`config.mk`:
```
export PLATFORM = sky130hd
export DESIGN_NAME = axis_update_sequencer
export DESIGN_NICKNAME = d
export VERILOG_FILES = /design/src/rtl/axis_update_sequencer.sv
export SDC_FILE = /design/constraint.sdc
export NUM_CORES = 1
export LEC_CHECK = 0
export ABC_AREA = 1
export CAP_MARGIN = 20
export CORE_MARGIN = 2
export CORE_UTILIZATION = 35
export CTS_CLUSTER_DIAMETER = 150
export DETAILED_ROUTE_END_ITERATION = 16
export GPL_TIMING_DRIVEN = 0
export PLACE_DENSITY = 0.77
export SYNTH_ARGS = -nofsm -noshare
export SYNTH_HDL_FRONTEND = slang
export SYNTH_SLANG_ARGS = --single-unit
```
`constraint.sdc`:
```
create_clock -name clk -period 4.96 [get_ports clk]
set_input_delay 1.24 -clock clk [delete_from_list [all_inputs] [get_ports clk]]
set_output_delay 1.24 -clock clk [all_outputs]
set_load 0.05 [all_outputs]
```
`src/rtl/axis_update_sequencer.sv`:
```
// Time-shares one external add/subtract datapath across the X, Y and Z position registers.
// Optional AXIS_SATURATE_EN: clamp positions on signed overflow instead of wrapping.
module axis_update_sequencer #(
  parameter int unsigned WIDTH = 16
) (
  input  logic             clk,
  input  logic             rst,
  input  logic             start,
  input  logic [WIDTH-1:0] step_x,
  input  logic [WIDTH-1:0] step_y,
  input  logic [WIDTH-1:0] step_z,
  input  logic             dir_x,
  input  logic             dir_y,
  input  logic             dir_z,
  input  logic             load,
  input  logic [2:0]       load_sel,
  input  logic [WIDTH-1:0] load_val,
  output logic             add_mode,
  output logic [WIDTH-1:0] add_a,
  output logic [WIDTH-1:0] add_b,
  output logic             add_cin,
  input  logic [WIDTH-1:0] add_sum,
  output logic [WIDTH-1:0] pos_x,
  output logic [WIDTH-1:0] pos_y,
  output logic [WIDTH-1:0] pos_z,
  output logic [2:0]       ovf,
  output logic             busy,
  output logic             done
);

  localparam int unsigned NUM_AXES = 3;
  localparam int unsigned MSB      = WIDTH - 1;

  typedef enum logic [2:0] {
    IDLE = 3'd0,
    AX_X = 3'd1,
    AX_Y = 3'd2,
    AX_Z = 3'd3,
    DONE = 3'd4
  } state_t;

  state_t               state;
  logic [WIDTH-1:0]     pos_q [NUM_AXES];
  logic [NUM_AXES-1:0]  ovf_q;
  logic                 busy_q;
  logic                 done_q;

  logic                 ovf_c;
  logic [WIDTH-1:0]     wr_val_c;

  // Adder operands follow the live axis phase so step/dir only need to be valid then.
  always_comb begin
    add_a    = '0;
    add_b    = '0;
    add_mode = 1'b0;
    add_cin  = 1'b0;
    case (state)
      AX_X: begin
        add_a    = pos_q[0];
        add_b    = step_x;
        add_mode = dir_x;
        add_cin  = dir_x;
      end
      AX_Y: begin
        add_a    = pos_q[1];
        add_b    = step_y;
        add_mode = dir_y;
        add_cin  = dir_y;
      end
      AX_Z: begin
        add_a    = pos_q[2];
        add_b    = step_z;
        add_mode = dir_z;
        add_cin  = dir_z;
      end
      default: begin
        add_a    = '0;
        add_b    = '0;
        add_mode = 1'b0;
        add_cin  = 1'b0;
      end
    endcase
  end

  // Signed overflow from operand and result signs; subtract flips the b-sign test.
  always_comb begin
    ovf_c = 1'b0;
    if (add_mode) begin
      ovf_c = (add_a[MSB] != add_b[MSB]) && (add_sum[MSB] != add_a[MSB]);
    end else begin
      ovf_c = (add_a[MSB] == add_b[MSB]) && (add_sum[MSB] != add_a[MSB]);
    end
  end

`ifdef AXIS_SATURATE_EN
  // On overflow the true result always carries the sign of operand a.
  always_comb begin
    wr_val_c = add_sum;
    if (ovf_c) begin
      wr_val_c = add_a[MSB] ? {1'b1, {(WIDTH-1){1'b0}}} : {1'b0, {(WIDTH-1){1'b1}}};
    end
  end
`else
  always_comb begin
    wr_val_c = add_sum;
  end
`endif

  always_ff @(posedge clk) begin
    if (rst) begin
      state  <= IDLE;
      ovf_q  <= '0;
      busy_q <= 1'b0;
      done_q <= 1'b0;
      for (int i = 0; i < NUM_AXES; i++) begin
        pos_q[i] <= '0;
      end
    end else begin
      done_q <= 1'b0;
      case (state)
        IDLE: begin
          // A load wins over a simultaneous start; the start is dropped.
          if (load) begin
            for (int i = 0; i < NUM_AXES; i++) begin
              if (load_sel[i]) begin
                pos_q[i] <= load_val;
                ovf_q[i] <= 1'b0;
              end
            end
          end else if (start) begin
            state  <= AX_X;
            busy_q <= 1'b1;
          end
        end
        AX_X: begin
          pos_q[0] <= wr_val_c;
          if (ovf_c) ovf_q[0] <= 1'b1;
          state <= AX_Y;
        end
        AX_Y: begin
          pos_q[1] <= wr_val_c;
          if (ovf_c) ovf_q[1] <= 1'b1;
          state <= AX_Z;
        end
        AX_Z: begin
          pos_q[2] <= wr_val_c;
          if (ovf_c) ovf_q[2] <= 1'b1;
          state  <= DONE;
          done_q <= 1'b1;
        end
        DONE: begin
          state  <= IDLE;
          busy_q <= 1'b0;
        end
        default: begin
          state  <= IDLE;
          busy_q <= 1'b0;
        end
      endcase
    end
  end

  assign pos_x = pos_q[0];
  assign pos_y = pos_q[1];
  assign pos_z = pos_q[2];
  assign ovf   = ovf_q;
  assign busy  = busy_q;
  assign done  = done_q;

endmodule

```
==> metrics.md <==
| Metric | Value |
|---|---|
| Mean post-synth cell area | `8.81 µm²` |
| Die H | `approximately 94 µm` |
| Gr ovfl total | `0` |
| Clk_lat worst skew | `approximately 310 ps` |
| Max-cap check violation count | `0` |
| Clock Path Buffers | `2` |
| Post-layout worst setup margin | `a little under 900 ps` |
| XOR/XNOR Fraction of Synth Area | `0%` |
| Max-slew violation count | `0` |
| N_diodes | `0` |
| Vias | `2960` |
| GRT Util Overall | `21.4%` |
| Top cells by area, synth | `edfxtp_1 (51%), nand2_1 (17%), nand3_1 (11%), dfxtp_1 (5.7%), o21ai_2 (2.8%)` |
| Critical path arrival | `between 2000 and 3000 ps` |
| TritonCTS clock tree | `yes` |
| Largest family of logic cells by synthesized area | `simple AND/OR/NAND/NOR gates` |
| Synth top cells by count | `nand2_1 (131), nand3_1 (60), edfxtp_1 (48), inv_1 (15), clkbuf_1 (11)` |
| Startpoint type of the worst setup path | `input pin` |
| Internal power | `about 1.1 mW` |
| Dominant cell type by area after synthesis | `edfxtp_1` |
| Number of distinct library cells after synthesis | `21` |
| Endpoint class of the critical path | `output pin` |
| Main synth FF type | `edfxtp_1` |
| CTS Hold Buffers Added | `0` |
| Area share of fa/ha/maj cells after synthesis | `0%` |
| Placement Setup Slack | `~860 ps` |
| DP HPWL | `roughly 7500 µm` |
| ANT nets after route | `0` |
| Post-CTS Setup Repair Bufs | `0` |
| # setup viols final | `0` |
| Peak Freq | `244 MHz` |
| Post-Synth Simple-Gate Area | `a little under a third` |
| Clk pwr share | `roughly 16%` |
| Gate power share | `between 40 and 50%` |
| Net switching power | `~800 µW` |
| Site row count | `32` |
| Core area | `~8000 µm²` |
| Final Hold Fails | `0` |
| Leakage | `slightly below 2 nW` |
| Detailed Route WL | `a little under 10000 µm` |
| Shortest period the worst path allows | `~4100 ps` |
| Die area | `just under 9000 µm²` |
| Largest net degree at the start of global routing | `19` |
| Syn_nets | `409` |
| H-tree levels | `2` |
| Yosys Warn Count | `0` |
| Switch share | `a little over two fifths` |
| Gate Count Post-Synth | `319` |
| Status | `finished, final reports clean` |
| Drt wl/cell | `roughly 16 µm` |
| Synth-to-layout area growth | `71.3%` |
| Synth Register Bits | `between 50 and 60` |
| Sum Neg Setup Slack | `0 ps` |
| Sequential Power Share | `about 35%` |
| Synth Area in Compound Gates | `approximately 6.6%` |
| Initial antenna violation count | `0` |
| Worst EP required | `~3700 ps` |
| Count leader, synth | `nand2_1` |
| Layout cells sized above 1 | `a little over 6%` |
| Yosys top cell area share | `51.3%` |
| Nets | `592` |
| Layout fillers | `around 670` |
| First-pass GRT wire length | `14400 µm` |
| Post-synth EDFFs | `48` |
| Slew margin rel. | `around a third` |
| IO Count | `177` |
| Initial Utilization | `36.2%` |
| Fin cells | `approximately 600` |
| Vias in the first global route | `2889` |
| Mapped Area | `about 2800 µm²` |
| DR pass1 iterations | `4` |
| Multiplexer share of the synthesized area | `0%` |
| WS Path Type | `in -> out` |
| Clock Skews | `5.41 ps` |
| Post-synthesis async set-or-reset flop share | `0%` |
| Worst-margin pin slew | `a little under 1000 ps` |
| Clock slew at reported path FFs | `around 100 ps` |
| Inst Count DP | `a little under 600` |
| Cts repair resizes | `0` |
| Type of the most critical hold path | `reg -> reg` |
| # DRC | `0` |
| VDD IR max | `around 0.21 mV` |
| Clk root buf | `clkbuf_8` |
| Die width | `around 94 µm` |
| Register area share after synthesis | `57.0%` |
| DR iter-0 viols | `between 100 and 150` |
| # clock sinks | `56` |
| Number of port buffers | `176` |
| Final period util | `between 80 and 90%` |
| Crit-path max FO | `3` |
| Drt via density | `just under 5` |
| TritonCTS Buffers | `5` |
| RSZ-0062 raised after global routing | `no` |
| Pwr per Cell Area | `about 390 nW/µm²` |
| Gpl congestion | `approximately 0.94` |
-- registers in the layout (all words and copies together), names as in the netlist --
register / flops
state: 3
ovf: 3
busy: 1
pos_q: 48
done: 1
-- layer usage --
metal	GRT usage (%)	vias up	part of all wire, %
met2	41.0	120	51
met3	5.64	4	8.2
li1	-	1435	-
met1	24.1	1401	40
met5	0	-	0
met4	3.62	0	0.36
-- power groups by stage --
stage	clock network (mW)	registers, mW	logic [mW]
finish	0.306	0.643	0.910
global route	0.329	0.652	0.950
CTS	0.309	0.643	0.916
detailed placement	0	0.654	0.914
global placement	0	0.652	0.904
floorplan	0	0.888	0.324
-- worst max-delay path: stages --
cell and delay (ps):
clkdlybuf4s50_1 450, nand4_1 110, nand3_1 150, buf_4 120
clkdlybuf4s50_1 780
-- final timing paths --
kind	startpoint	endpoint	slack (ps)	depth (start not counted)
worst min-delay path	ovf[0]	ovf[0]	450	2
worst max-delay path	dir_z	add_mode	870	5
worst min register to register	ovf[0]	ovf[0]	450	2
worst max register to register	state[0]	pos_q[0][18]	2670	9
-- cells in the final DEF, fill, tap and decap left out, drive strengths merged, types with 3 or more instances in the layout --
cell / instances
clkdlybuf4s50: 176
nand2: 131
nand3: 60
edfxtp: 48
inv: 19
clkbuf: 16
o21ai: 16
dfxtp: 8
nor2: 8
buf: 6
a21oi: 5
nand4: 3
-- kinds of logic (layout without fill, tap and decap cells) --
| family | count (synthesis) | count (layout) |
|---|---|---|
| buffers and inverters | 35 | 219 |
| AOI/OAI and AO/OA | 24 | 24 |
| and+or+nand+nor | 204 | 204 |
| DFF | 56 | 56 |
-- metrics by stage --
| stage | cell area, µm² | total power, mW | hold WS [ps] | util (%) |
|---|---|---|---|---|
| after global placement | 4700 | 1.56 | 438 | 60.5 |
| after global routing | 4810 | 1.93 | 485 | 62.0 |
| after detailed placement | 4700 | 1.57 | 438 | 60.5 |
| after floorplan | 2810 | 1.21 | 541 | - |
| after CTS | 4810 | 1.87 | 454 | 62.0 |
| final | 4810 | 1.86 | 454 | 62.0 |
-- area by class of cell --
class / instances / area [µm²] / area share, %
multi-input combinational: 228 / 1050 / 21.9
clock buffer: 5 / 68.8 / 1.43
buffer: 17 / 86.3 / 1.79
tap: 102 / 128 / 2.65
timing repair buffer: 176 / 1760 / 36.6
sequential: 56 / 1600 / 33.3
inverter: 18 / 67.6 / 1.40
clock inverter: 3 / 46.3 / 0.962
(Power assumes the default switching activity.)
